`src/rtl/ffo_pkg.sv`:
```
// rtl/ffo_pkg.sv - shared defaults, index-width helper and iterator state type
package ffo_pkg;

    localparam int N_DEFAULT = 64;

    function automatic int idx_width(input int n);
        return (n < 2) ? 1 : $clog2(n);
    endfunction

    typedef enum logic {
        IDLE = 1'b0,
        RUN  = 1'b1
    } state_t;

endpackage

```
`src/rtl/ffo_lsb.sv`:
```
// rtl/ffo_lsb.sv - combinational find-first-one from the least significant bit
module ffo_lsb
    import ffo_pkg::*;
#(
    parameter int N = N_DEFAULT
) (
    input  logic [N-1:0]              vec,
    output logic [idx_width(N)-1:0]   idx,
    output logic                      found
);

    localparam int IDXW = idx_width(N);

    // Scan downward so the lowest set bit is the last one written.
    always_comb begin
        idx = '0;
        for (int i = N - 1; i >= 0; i--) begin
            if (vec[i]) begin
                idx = IDXW'(i);
            end
        end
    end

    assign found = |vec;

endmodule

```
`src/rtl/set_bit_iterator.sv`:
```
// rtl/set_bit_iterator.sv - streams the index of every set bit of an accepted mask, lowest first
module set_bit_iterator
    import ffo_pkg::*;
#(
    parameter int N = N_DEFAULT
) (
    input  logic                      clk,
    input  logic                      rstb,
    input  logic                      in_valid,
    output logic                      in_ready,
    input  logic [N-1:0]              in_data,
    output logic                      out_valid,
    input  logic                      out_ready,
    output logic [idx_width(N)-1:0]   out_idx,
    output logic [idx_width(N)-1:0]   out_seq,
    output logic                      out_last,
    output logic                      zero_drop
);

    localparam int IDXW = idx_width(N);

    state_t          state_q, state_d;
    logic [N-1:0]    mask_q, mask_d;
    logic [IDXW-1:0] seq_q, seq_d;
    logic            rdy_q, rdy_d;
    logic            zero_q, zero_d;

    logic [N-1:0]    mask_rest;
    logic            ffo_found;
    logic            run;

    ffo_lsb #(.N(N)) u_ffo (
        .vec   (mask_q),
        .idx   (out_idx),
        .found (ffo_found)
    );

    // Dropping the lowest set bit is the same as clearing bit out_idx.
    assign mask_rest = mask_q & (mask_q - N'(1));
    assign run       = (state_q == RUN);

    assign out_valid = run;
    assign out_seq   = seq_q;
    assign out_last  = run && (mask_rest == '0);
    assign in_ready  = rdy_q;
    assign zero_drop = zero_q;

    always_ff @(posedge clk or negedge rstb) begin
        if (!rstb) begin
            state_q <= IDLE;
            mask_q  <= '0;
            seq_q   <= '0;
            rdy_q   <= 1'b0;
            zero_q  <= 1'b0;
        end else begin
            state_q <= state_d;
            mask_q  <= mask_d;
            seq_q   <= seq_d;
            rdy_q   <= rdy_d;
            zero_q  <= zero_d;
        end
    end

    always_comb begin
        state_d = state_q;
        mask_d  = mask_q;
        seq_d   = seq_q;
        rdy_d   = rdy_q;
        zero_d  = 1'b0;
        case (state_q)
            IDLE: begin
                rdy_d = 1'b1;
                if (in_valid && rdy_q) begin
                    if (in_data == '0) begin
                        zero_d = 1'b1;
                    end else begin
                        mask_d  = in_data;
                        seq_d   = '0;
                        rdy_d   = 1'b0;
                        state_d = RUN;
                    end
                end
            end
            RUN: begin
                rdy_d = 1'b0;
                if (out_ready && ffo_found) begin
                    mask_d = mask_rest;
                    // Return seq to 0 on the last beat so it never wraps.
                    if (out_last) begin
                        seq_d   = '0;
                        rdy_d   = 1'b1;
                        state_d = IDLE;
                    end else begin
                        seq_d = seq_q + IDXW'(1);
                    end
                end
            end
            default: begin
                state_d = IDLE;
            end
        endcase
    end

endmodule

```
`config.mk`:
```
export PLATFORM = sky130hd
export DESIGN_NAME = set_bit_iterator
export DESIGN_NICKNAME = d
export VERILOG_FILES = /design/src/rtl/ffo_pkg.sv /design/src/rtl/ffo_lsb.sv /design/src/rtl/set_bit_iterator.sv
export SDC_FILE = /design/constraint.sdc
export NUM_CORES = 1
export LEC_CHECK = 0
export CORE_MARGIN = 2
export CORE_UTILIZATION = 46
export DETAILED_ROUTE_END_ITERATION = 7
export GPL_TIMING_DRIVEN = 1
export PLACE_DENSITY = 0.7
export SKIP_CTS_REPAIR_TIMING = 1
export SLEW_MARGIN = 30
export SYNTH_ARGS = -nofsm -noshare
export SYNTH_HDL_FRONTEND = slang
export SYNTH_HIERARCHICAL = 1
export SYNTH_SLANG_ARGS = --single-unit
```
`constraint.sdc`:
```
create_clock -name clk -period 14.4 [get_ports clk]
set_clock_uncertainty 0.1 [all_clocks]
set_input_delay 3.6 -clock clk [delete_from_list [all_inputs] [get_ports clk]]
set_output_delay 3.6 -clock clk [all_outputs]
set_load 0.01 [all_outputs]
```
# --- Word level (Yosys, flattened, before mapping) ---
# Cells that the tools add are included.
classes:
  add_sub_neg: 2
  eq_ne: 3
  mux: 85
  n_bitwise: 2
  n_reduce_logical: 7
ops:
  columns: ["operator", "count"]
  rows:
  - ["6-bit 2-to-1 mux", 68]
  - ["64-bit 2-to-1 mux", 3]
  - ["64-bit logical NOT", 2]
  - ["64-bit one-hot mux with 2 select lines", 1]
  - ["64-bit bitwise AND", 1]
  - ["64-bit OR reduction", 1]
  - ["64-bit by 1-bit subtractor with 64-bit output (second input constant)", 1]
  - ["6-bit one-hot mux with 2 select lines", 1]
  - ["1-bit 2-to-1 mux", 10]
  - ["6-bit by 1-bit adder with 6-bit output (second input constant)", 1]
  - ["2-bit inequality test (second input constant)", 2]
  - ["1-bit one-hot mux with 2 select lines", 2]
  - ["1-bit logical AND", 3]
  - ["3-bit AND reduction", 1]
  - ["2-bit by 1-bit inequality test with 1-bit output (second input constant)", 1]
  - ["1-bit inverter", 1]
word_totals:
  ff_bits: 73
  inputBits: 68
  output_inout_bits: 16

# --- Longest topological paths before layout ---
# Gate-level depths: netlist of run 1.
logic_depth:
  ltp_word: 64
  depth_mapped: 12
  depth_no_buf: 9

# --- Hierarchy ---
# The synthesis of run 1 kept the hierarchy.
by_module_without_submodules:
  columns: ["mod", "instances", "cells_per_inst", "area_per_inst_um2"]
  rows:
  - ["set_bit_iterator", 1, 548, 4621.9]
  - ["ffo_lsb", 1, 145, 887.1]

# --- Worst setup path after synthesis of run 1 ---
# OpenSTA, ideal clock, no wires.
synth_timing:
  path_kind: "reg2out"
  from: "reg mask_q[32]"
  to: "out out_last"
  arrival_ns: 3.583
  required_ns: 10.700
  setup_slack_ns: 7.117
  stages_incl_launch_ff: 11
  path_cell_list: "dfrtp_1 > or3_4 > or4_4 > or4_1 > buf_2 > or3_1 > buf_2 > o31a_1 > nor4_2 > nand4_2 > nor4_4"
synth_via:
  elab_chain_cells: 4
synth_lines:
  columns: ["item", "line", "rtl"]
  rows:
  - ["from (decl)", "set_bit_iterator.sv:23", "logic [N-1:0] mask_q, mask_d;"]
  - ["from (signal assigned)", "set_bit_iterator.sv:57", "mask_q <= mask_d;"]
  - ["64-bit by 1-bit subtractor with 64-bit output", "set_bit_iterator.sv:39", "assign mask_rest = mask_q & (mask_q - N'(1));"]
  - ["64-bit bitwise AND (*)", "set_bit_iterator.sv:39", null]
  - ["64-bit logical NOT (*)", "set_bit_iterator.sv:44", "assign out_last = run && (mask_rest == '0);"]
  - ["1-bit logical AND (*)", "set_bit_iterator.sv:44", null]
  - ["to (decl)", "set_bit_iterator.sv:16", "output logic out_last,"]
# Every way passes the cells marked *; elsewhere a longest branch is shown, timed or not.

# --- Worst setup path after layout of run 1 ---
layout_timing:
  from: "reg mask_q[8]"
  to: "out out_last"
# The elaborated chain is that of the path after synthesis.

==> results.md, run 1 <==
- Async set or reset register ratio after synthesis: 100.0%
- Cell Pwr Density: around 290 mW/mm²
- Crit path DAT: around 5.3 ns
- Vias in the first global route: 5669
- Slew @ Worst Pin: a little over 0.8 ns
- Met1 usage: 49.00%
- Worst setup margin: roughly 5.4 ns
- Busiest grt layer: met1
- Post-Synthesis Cells: just under 700
- Worst-Skew Late Latency: 0.35 ns
- Final wirelength: between 20000 and 25000 µm
- Die H: 113.4 µm
- Critical path launch point type: flop
- Largest cells by area after synthesis: dfrtp_1 33%, a22o_1 8.9%, nand2_1 6.9%
- Count leader, synth: nand2_1
- CTS tree: built
- Pins Over Slew Limit: 0
- Die ar.: ~0.013 mm²
- Starting density of the core: a little under half
- Clk sinks: 73
- DRT iter0 DRCs: a little under 700
- Yosys reg bits: 73
- Post-synth EDFFs: 0
- Drt wl/cell: approximately 23 µm
- Required time worst endpoint: about 11 ns
- Top FF cell, synth: dfrtp_1
- VDD IR max: roughly 0.14 mV
- Max_cap viols: 0
- Final ANT Viol Nets: 0
- Unrepaired setup endpoints after global routing: no
- Minimum clock period: between 8 and 9 ns
- Area Growth Syn to Fin: 21.89%
- Switching Fraction: 52.40%
- Internal Pwr Total: 0.0009368 W
- Core Area: roughly 0.012 mm²
- Io pins: 84
- Cell variety after synth: 68
- Clock root buffer: clkbuf_16
- Fmax: approximately 0.11 GHz
- Clk pwr share: a little under an eighth
- Hold Fails Final Rpt: 0
- DR vias: roughly 6300
- First-pass GRT wire length: about 32000 µm
- Synth top cells by count: 102 x nand2_1, 73 x dfrtp_1, 61 x o21ai_0, 56 x a22o_1, 51 x nor2_1
- Tightest Hold Check Type: reg -> reg
- Pre-CTS setup slack: 5.951 ns
- Met3 usage: under 10%
- Largest net degree at the start of global routing: 74
- Number of port buffers: 83
- Via density: 6.922
- CP endpoint kind: output port
- Finished Layout Cells: ~900
- GRT Total Usage: about a third
- Syn Area/Cell: about 8 µm²
- Slew margin rel.: 44.71%
- Leakage power total: 2.922 nW
- Die Wd: 113.4 µm
- Post-synth top area share: ~33%
- Remaining DRCs: 0
- Fin Hold WS: approximately 0.46 ns
- H-Tree Depth: 3
- RD Place Congestion: 1.001
- Reg power frac: a little under a fifth
- CTS Buf Count: 9
- Diodes inserted: 0
- M2 GR Usage: a little under half
- Clk buf depth: 2
- Comb power frac: between 60% and 70%
- Dpl cells: about 900
- Cell Area, Synth: 0.005509 mm²
- Total grt overflow: 0
- Maximum fanout along the worst path: 14
- Status: complete, no violations
- Total Nets Final: around 830
- HPWL after detailed placement: 14880 µm
- Yosys warns: 6
- Clk slew on worst S/H paths: roughly 0.060 ns
- Final Setup Violations: 0
- Critical path type: reg -> out
- Post-Synthesis Net Count: 762
- Setup TNS: 0 ns
- Tcrit/Tclk final: a little over three fifths
- Sw power: a little over 0.001 W
- First drt pass iteration count: 5
- Number of cell rows: 39
- Share of post-route cells with drive strength above 1: 5.505%
- Initial antenna violation count: 0
- Post-synthesis sequential area ratio: between 30% and 40%
- Largest area contributor in the synthesized netlist: dfrtp_1
power groups by stage:
| stage | combinational [W] | sequential (W) | clock (W) |
|---|---|---|---|
| 2_1_floorplan | 0.000924 | 0.000338 | 0 |
| 3_3_place_gp | 0.00133 | 0.000368 | 0 |
| 3_5_place_dp | 0.00133 | 0.000370 | 0 |
| 4_1_cts | 0.00134 | 0.000368 | 0.000224 |
| 5_1_grt | 0.00148 | 0.000383 | 0.000232 |
| 6_report | 0.00137 | 0.000373 | 0.000222 |
final timing paths:
path	start	slack, ns	endpoint	cells after the start
worst max-delay path	mask_q[8]	5.41	out_last	9
worst min-delay path	out_seq[0]	0.46	out_seq[0]	1
worst max register to register	mask_q[8]	9.66	out_seq[5]	9
worst min register to register	out_seq[0]	0.46	out_seq[0]	1
max in group asynchronous	rstb	10.41	mask_q[18]	2
min in group asynchronous	rstb	3.25	mask_q[5]	2
cell usage in the layout, fill, tap and decap left out, types with 9 or more instances in the layout:
cell type / netlist / layout
nor4_1: 44 / 44
nand2_1: 102 / 102
or4_1: 18 / 18
o31ai_1: 9 / 9
o21ai_0: 61 / 61
a21oi_1: 19 / 19
nor2_1: 51 / 51
nand3_1: 16 / 16
nor3_1: 31 / 30
clkbuf_16: 0 / 9
dfrtp_1: 73 / 73
clkdlybuf4s50_1: 0 / 82
a22o_1: 56 / 56
inv_1: 15 / 15
or3_1: 19 / 19
nand4_1: 19 / 19
per-layer routing:
metal  wire length (µm)  part of all wire, %
met5                  0                    0
met4                259                  1.3
met1               9367                   45
met3               1986                  9.6
met2               9029                   44
area by class of cell:
cell class                 instances  area [µm²]
timing repair buffer              89       874.6
sequential                        73        1827
inverter                          15       56.30
multi-input combinational        571        3501
clock inverter                     4       45.04
fill                            1109        4850
tap                              143       178.9
clock buffer                      11       232.7
cells by family (layout without fill, tap and decap cells):
family / Yosys count / in the layout / synth area share [%]
fa+ha+maj: 4 / 4 / 0.7722
buf+inv: 49 / 119 / 3.384
simple gates: 351 / 351 / 34.91
compound gates: 214 / 214 / 27.41
mux: 2 / 2 / 0.3634
flops: 73 / 73 / 33.16
metrics by stage:
step	power, W	util, %	cell area, µm²
global placement	0.001703	55.63	6434
floorplan	0.001262	-	5509
global route	0.002092	58.07	6715
CTS	0.001935	58.03	6711
detailed placement	0.001701	55.63	6434
finish	0.001968	58.07	6715
worst max-delay path: stages (launching register included):
cell	delay [ns]
dfrtp_1	0.48
or3_1	0.52
nor4_2	0.77
nand3_1	0.57
or3_1	0.60
o41a_1	0.40
a211oi_1	0.34
nand4_2	0.24
nor4_4	0.42
clkdlybuf4s50_1	0.61
registers in the layout (all words and copies together), names as in the netlist:
name and count:
mask_q 64, out_seq 6, in_ready 1, out_valid 1, zero_drop 1
Note: power is estimated with default switching activity, not from simulation.
==> run 2, diff against run 1 <==
--- a/config.mk
+++ b/config.mk
@@ -9,7 +9,7 @@
 export CORE_UTILIZATION = 46
 export DETAILED_ROUTE_END_ITERATION = 7
 export GPL_TIMING_DRIVEN = 1
-export PLACE_DENSITY = 0.7
+export PLACE_DENSITY = 0.72
 export SKIP_CTS_REPAIR_TIMING = 1
 export SLEW_MARGIN = 30
 export SYNTH_ARGS = -nofsm -noshare
==> constraint.sdc (replaced) <==
create_clock -name clk -period 8.2 [get_ports clk]
set_clock_uncertainty 0.1 [all_clocks]
set_input_delay 2.05 -clock clk [delete_from_list [all_inputs] [get_ports clk]]
set_output_delay 2.05 -clock clk [all_outputs]
set_load 0.01 [all_outputs]
==> run 2 against run 1 <==
  * Hold slack better by 0.018 ns
  * Total power up 75%
  * First-iteration DRC count is 2.4% higher
  * Flip-flop and latch count did not move
  * Via count up 0.18%
  * Non-clock buffer count grew 1
  * Die area unchanged
  * Global-route usage is 0.21 points higher
  * Combinational power grew 77%
  * Sequential power rose by 76%
  * Clock power up 70%
  * Final cell count grew 0.22%
  * Critical endpoint unchanged
==> results.md, run 2 (synthesis results as in run 1) <==
- Share of post-route cells with drive strength above 1: 5.621% (+0.12 points)
- Crit path DAT: 5.24 ns (-0.05 ns)
- Tightest Hold Check Type: reg -> reg
- Slew @ Worst Pin: 0.7691 ns (-0.05272 ns)
- Total Nets Final: 829 (+0.12%)
- DRT iter0 DRCs: 692 (+2.4%)
- Hold Path Origin: out_seq[0]
- Setup TNS: 0 ns (unchanged)
- Unrepaired setup endpoints after global routing: no
- Diodes inserted: 0 (unchanged)
- DR vias: 6282 (+0.18%)
- Number of cell rows: 39 (unchanged)
- Hold path depth: 1 (unchanged)
- Die ar.: 0.01287 mm² (unchanged)
- Worst-Skew Late Latency: 0.34 ns (about the same)
- Via density: 6.919 (about the same)
- Die Wd: 113.4 µm (unchanged)
- Finished Layout Cells: 908 (+0.22%)
- Commonest cells after routing, fill and taps aside: 102 x nand2_1, 82 x clkdlybuf4s50_1, 73 x dfrtp_1
- First drt pass iteration count: 6 (+1)
- Clk slew on worst S/H paths: 0.06 ns (about the same)
- H-Tree Depth: 3 (unchanged)
- Status: complete, no violations
- Max_cap viols: 0 (unchanged)
- Critical path type: reg -> out
- Number of flip-flops in the largest register: 64 (unchanged)
- CTS Buf Count: 9 (unchanged)
- Area Growth Syn to Fin: 22.01% (about the same)
- Final Setup Violations: 0 (unchanged)
- CTS tree: built
- GRT Total Usage: 32.31% (+0.21 points)
- VDD IR max: 0.2238 mV (+62%)
- Clock root buffer: clkbuf_16
- Final ANT Viol Nets: 0 (unchanged)
- Core Area: 0.01156 mm² (unchanged)
- Fin util: 58.12% (about the same)
- Slew margin rel.: 48.30% (+3.6 points)
- Remaining DRCs: 0 (unchanged)
- Cell Pwr Density: 513.3 mW/mm² (+75%)
- Endpoint, Worst Hold: out_seq[0]
- Critical path launch point type: flop
- Initial antenna violation count: 0 (unchanged)
- Die H: 113.4 µm (unchanged)
- Pwr Total: 0.003450 W (+75%)
- FF-to-FF setup slack: 3.52 ns (-6.14 ns)
- Tcrit/Tclk final: roughly 90%
- Io pins: 84 (unchanged)
- FILL cells: 1062 (-4.2%)
- Largest Register: mask_q
- CP endpoint kind: output port
- Largest net degree at the start of global routing: 74 (unchanged)
- Leakage power total: 2.922 nW (about the same)
- Drt wl/cell: 22.87 µm (+0.35%)
- HPWL after detailed placement: 15310 µm (+2.9%)
- Pins Over Slew Limit: 0 (unchanged)
- RD Place Congestion: 0.9916 (-0.96%)
- Minimum clock period: between 7 and 8 ns
- Required time worst endpoint: 6.05 ns (-4.65 ns)
- Number of port buffers: 83 (unchanged)
- Most common cell after layout, fill and taps aside: nand2_1
- Starting density of the core: 47.64% (unchanged)
- Dpl cells: 892 (+0.11%)
- Critical R2R Capture: out_seq[4]
- Clk sinks: 73 (unchanged)
- Clk buf depth: 2 (unchanged)
- Reg2Reg Depth: 9 (unchanged)
- Vias in the first global route: 5717 (+0.85%)
- Fin Hold WS: 0.4787 ns (+0.01769 ns)
- R2r startpoint: mask_q[8]
- Maximum fanout along the worst path: 14 (unchanged)
- Hold Fails Final Rpt: 0 (unchanged)
- Total grt overflow: 0 (unchanged)
- First-pass GRT wire length: 32860 µm (+1.7%)
- Final wirelength: 20760 µm (+0.58%)
- Fmax: between 0.1 and 0.15 GHz
==> run 2: how the worst max path moves through the flow <==
| stage | cells after the start | end | startpoint |
|---|---|---|---|
| after CTS | 9 | out_last | mask_q[8] |
| final | 9 | out_last | mask_q[8] |
| after detailed placement | 9 | out_last | mask_q[8] |
| after global routing | 9 | out_last | mask_q[8] |
| after global placement | 9 | out_last | mask_q[8] |
| after floorplan | 10 | out_last | mask_q[32] |
==> run 2: through the flow <==
step | area [µm²] | setup WS, ns
final | 6721 | 0.8088
after global routing | 6721 | 0.6629
after CTS | 6718 | 0.8977
after detailed placement | 6441 | 1.283
after global placement | 6441 | 1.410
after floorplan | 5509 | 2.467
==> run 2: power by group <==
group          internal (W)  leakage (nW)  switching (W)  total (W)
Combinational      0.000965          1.80        0.00145    0.00242
Clock              0.000221         0.133       0.000156   0.000377
Sequential         0.000448         0.993       0.000207   0.000655
Total               0.00163          2.92        0.00182    0.00345
==> run 2: area by class of cell <==
| type | instances | area (µm²) | share of cell area, % |
|---|---|---|---|
| Multi-Input combinational cell | 571 | 3501 | 52.08 |
| Tap cell | 143 | 178.9 | 2.662 |
| Clock buffer | 14 | 264.0 | 3.928 |
| Sequential cell | 73 | 1827 | 27.18 |
| Clock inverter | 2 | 12.51 | 0.1862 |
| Timing Repair Buffer | 90 | 882.1 | 13.12 |
| Inverter | 15 | 56.30 | 0.8377 |
==> run 2: critical path: stages (launching register included) <==
cell and delay [ns]:
dfrtp_1 0.48, or3_1 0.51, nor4_2 0.74, nand3_1 0.57, or3_1 0.60, o41a_1 0.40, a211oi_1 0.31, nand4_2 0.24
nor4_4 0.43, clkdlybuf4s50_1 0.62
==> run 2: routing by layer <==
layer	wire, µm	vias to the layer above	track usage [%]
met5	0	-	0
met4	406	0	8.862
met3	1969	38	6.004
met2	9004	360	47.07
met1	9382	3050	49.12
li1	-	2834	-
==> run 3, diff against run 2 <==
--- a/config.mk
+++ b/config.mk
@@ -8,8 +8,9 @@
 export CORE_MARGIN = 2
 export CORE_UTILIZATION = 46
 export DETAILED_ROUTE_END_ITERATION = 7
+export DONT_BUFFER_PORTS = 1
 export GPL_TIMING_DRIVEN = 1
-export PLACE_DENSITY = 0.72
+export HOLD_SLACK_MARGIN = 0.06
 export SKIP_CTS_REPAIR_TIMING = 1
 export SLEW_MARGIN = 30
 export SYNTH_ARGS = -nofsm -noshare
==> run 3 against run 2 <==
  * Core utilization is 7.2 points lower
  * Count of clock-buffer cells in the layout is 3 lower
  * Critical path depth down 1
  * Flip-flop and latch count is the same
  * Clock power hardly changed
  * Register-to-register slack got worse by 0.15 ns
  * Total power down 7.3%
  * Hold slack gained 0.011 ns
  * Sequential power increased by 0.6%
  * Critical path type unchanged
==> results.md, run 3 (synthesis results as in run 1) <==
- DRT iter0 DRCs: 600 (-13%)
- Die ar.: 0.01287 mm² (unchanged)
- Post-Layout Inst Area: 0.005891 mm² (-12%)
- Initial antenna violation count: 0 (unchanged)
- Remaining DRCs: 0 (unchanged)
- Critical path launch point type: flop
- Hold Fails Final Rpt: 0 (unchanged)
- Hold path depth: 1 (unchanged)
- Io pins: 84 (unchanged)
- Pins Over Slew Limit: 0 (unchanged)
- Fmax: 0.1459 GHz (+7.8%)
- Commonest cells after routing, fill and taps aside: 102 x nand2_1, 73 x dfrtp_1, 61 x o21ai_0
- Worst setup margin: 1.345 ns (+0.5359 ns)
- Total grt overflow: 0 (unchanged)
- Status: complete, no violations
- Total Nets Final: 745 (-10%)
- Unrepaired setup endpoints after global routing: no
- Setup TNS: 0 ns (unchanged)
- Critical path type: reg -> out
- Cell Pwr Density: 543.0 mW/mm² (+5.8%)
- Minimum clock period: 6.855 ns (-0.5359 ns)
- Max_cap viols: 0 (unchanged)
- Leakage power total: 2.598 nW (-11%)
- Crit path DAT: 4.71 ns (-0.53 ns)
- Clk buf depth: 2 (unchanged)
- First-pass GRT wire length: 30910 µm (-6.0%)
- Maximum fanout along the worst path: 14 (unchanged)
- Tightest Hold Check Type: reg -> reg
- Largest net degree at the start of global routing: 74 (unchanged)
- First drt pass iteration count: 6 (unchanged)
- GRT Total Usage: 30.72% (-1.6 points)
- VDD IR max: 0.1777 mV (-21%)
- Core Area: 0.01156 mm² (unchanged)
- CTS tree: built
- Tcrit/Tclk final: 83.60% (-6.5 points)
- Number of flip-flops in the largest register: 64 (unchanged)
- Required time worst endpoint: 6.05 ns (about the same)
- Most common cell after layout, fill and taps aside: nand2_1
- H-Tree Depth: 3 (unchanged)
- Largest Register: mask_q
- Share of post-route cells with drive strength above 1: 6.461% (+0.84 points)
- Final ANT Viol Nets: 0 (unchanged)
- Number of cell rows: 39 (unchanged)
- Pre-CTS setup slack: 1.808 ns (+0.5256 ns)
- Worst setup path startpoint: mask_q[9]
- Clk slew on worst S/H paths: 0.06 ns (about the same)
- Drt wl/cell: 23.76 µm (+3.9%)
- FILL cells: 1112 (+4.7%)
- Worst setup path endpoint: out_last
- Die Wd: 113.4 µm (unchanged)
- Via density: 7.038 (+1.7%)
- Placed instance area: 0.005608 mm² (-13%)
- Final wirelength: 19580 µm (-5.7%)
- Diodes inserted: 0 (unchanged)
- Critical R2R Capture: out_seq[2]
- RD Place Congestion: 1.006 (+1.5%)
- R2r startpoint: mask_q[9]
- Area Growth Syn to Fin: 6.927%
- FF-to-FF setup slack: 3.37 ns (-0.15 ns)
- Reg2Reg Depth: 9 (unchanged)
- Worst-Skew Late Latency: 0.35 ns (about the same)
- Clock root buffer: clkbuf_16
- Clk sinks: 73 (unchanged)
- DR vias: 5799 (-7.7%)
- Starting density of the core: 47.64% (unchanged)
- Slew margin rel.: 29.34% (-19 points)
- CTS Buf Count: 9 (unchanged)
- HPWL after detailed placement: 14190 µm (-7.3%)
- Slew @ Worst Pin: 1.050 ns (+0.2811 ns)
- Die H: 113.4 µm (unchanged)
- Pwr Total: 0.003199 W (-7.3%)
- Number of port buffers: 0 (-100%)
- Vias in the first global route: 5298 (-7.3%)
- Final Setup Violations: 0 (unchanged)
- CP endpoint kind: output port
==> run 3: report_power, final <==
part	switching (W)	internal, W
Clock	0.000160	0.000220
Combinational	0.00139	0.000773
Sequential	0.000211	0.000448
==> run 3: area by class of cell <==
cell class | instances | area (µm²) | share of cell area [%]
flip-flops and latches | 73 | 1827 | 31.01
clock buffers | 11 | 252.7 | 4.291
multi-input cells | 571 | 3501 | 59.43
inverters | 15 | 56.30 | 0.9558
well taps | 143 | 178.9 | 3.037
clock inverters | 5 | 30.03 | 0.5098
repair buffers | 6 | 45.04 | 0.7647
==> run 3: stage by stage <==
stage	std cells	hold WS (ns)	util, %
6_report	824	0.4896	50.94
2_1_floorplan	693	0.4216	-
5_1_grt	824	0.5166	50.94
4_1_cts	824	0.4964	50.94
3_5_place_dp	808	0.4899	48.49
3_3_place_gp	808	0.4811	48.49
==> run 3: how the worst min path moves through the flow <==
stage | from | to | slack (ns)
after floorplan | mask_q[47] | mask_q[47] | 0.42
after global placement | mask_q[47] | mask_q[47] | 0.48
after detailed placement | out_seq[0] | out_seq[0] | 0.49
after CTS | out_seq[0] | out_seq[0] | 0.50
after global routing | out_seq[0] | out_seq[0] | 0.52
final | out_seq[0] | out_seq[0] | 0.49
==> run 3: critical path, cell delays in order (launching register included) <==
cell	delay (ns)
dfrtp_1	0.46
or3_1	0.52
nor4_2	0.72
nand3_1	0.56
or3_1	0.62
o41a_1	0.38
a211oi_1	0.30
nand4_2	0.27
nor4_4	0.52
==> run 3: per-layer routing <==
metal  routed length, µm  part of all wire (%)  global-route usage [%]  up-vias
met5                   0                     0                       0        -
met4                 432                   2.2                   11.06        0
met3                1924                   9.8                   7.545       28
met2                8539                    44                   44.47      333
met1                8686                    44                   44.61     2765
li1                    -                     -                       -     2673
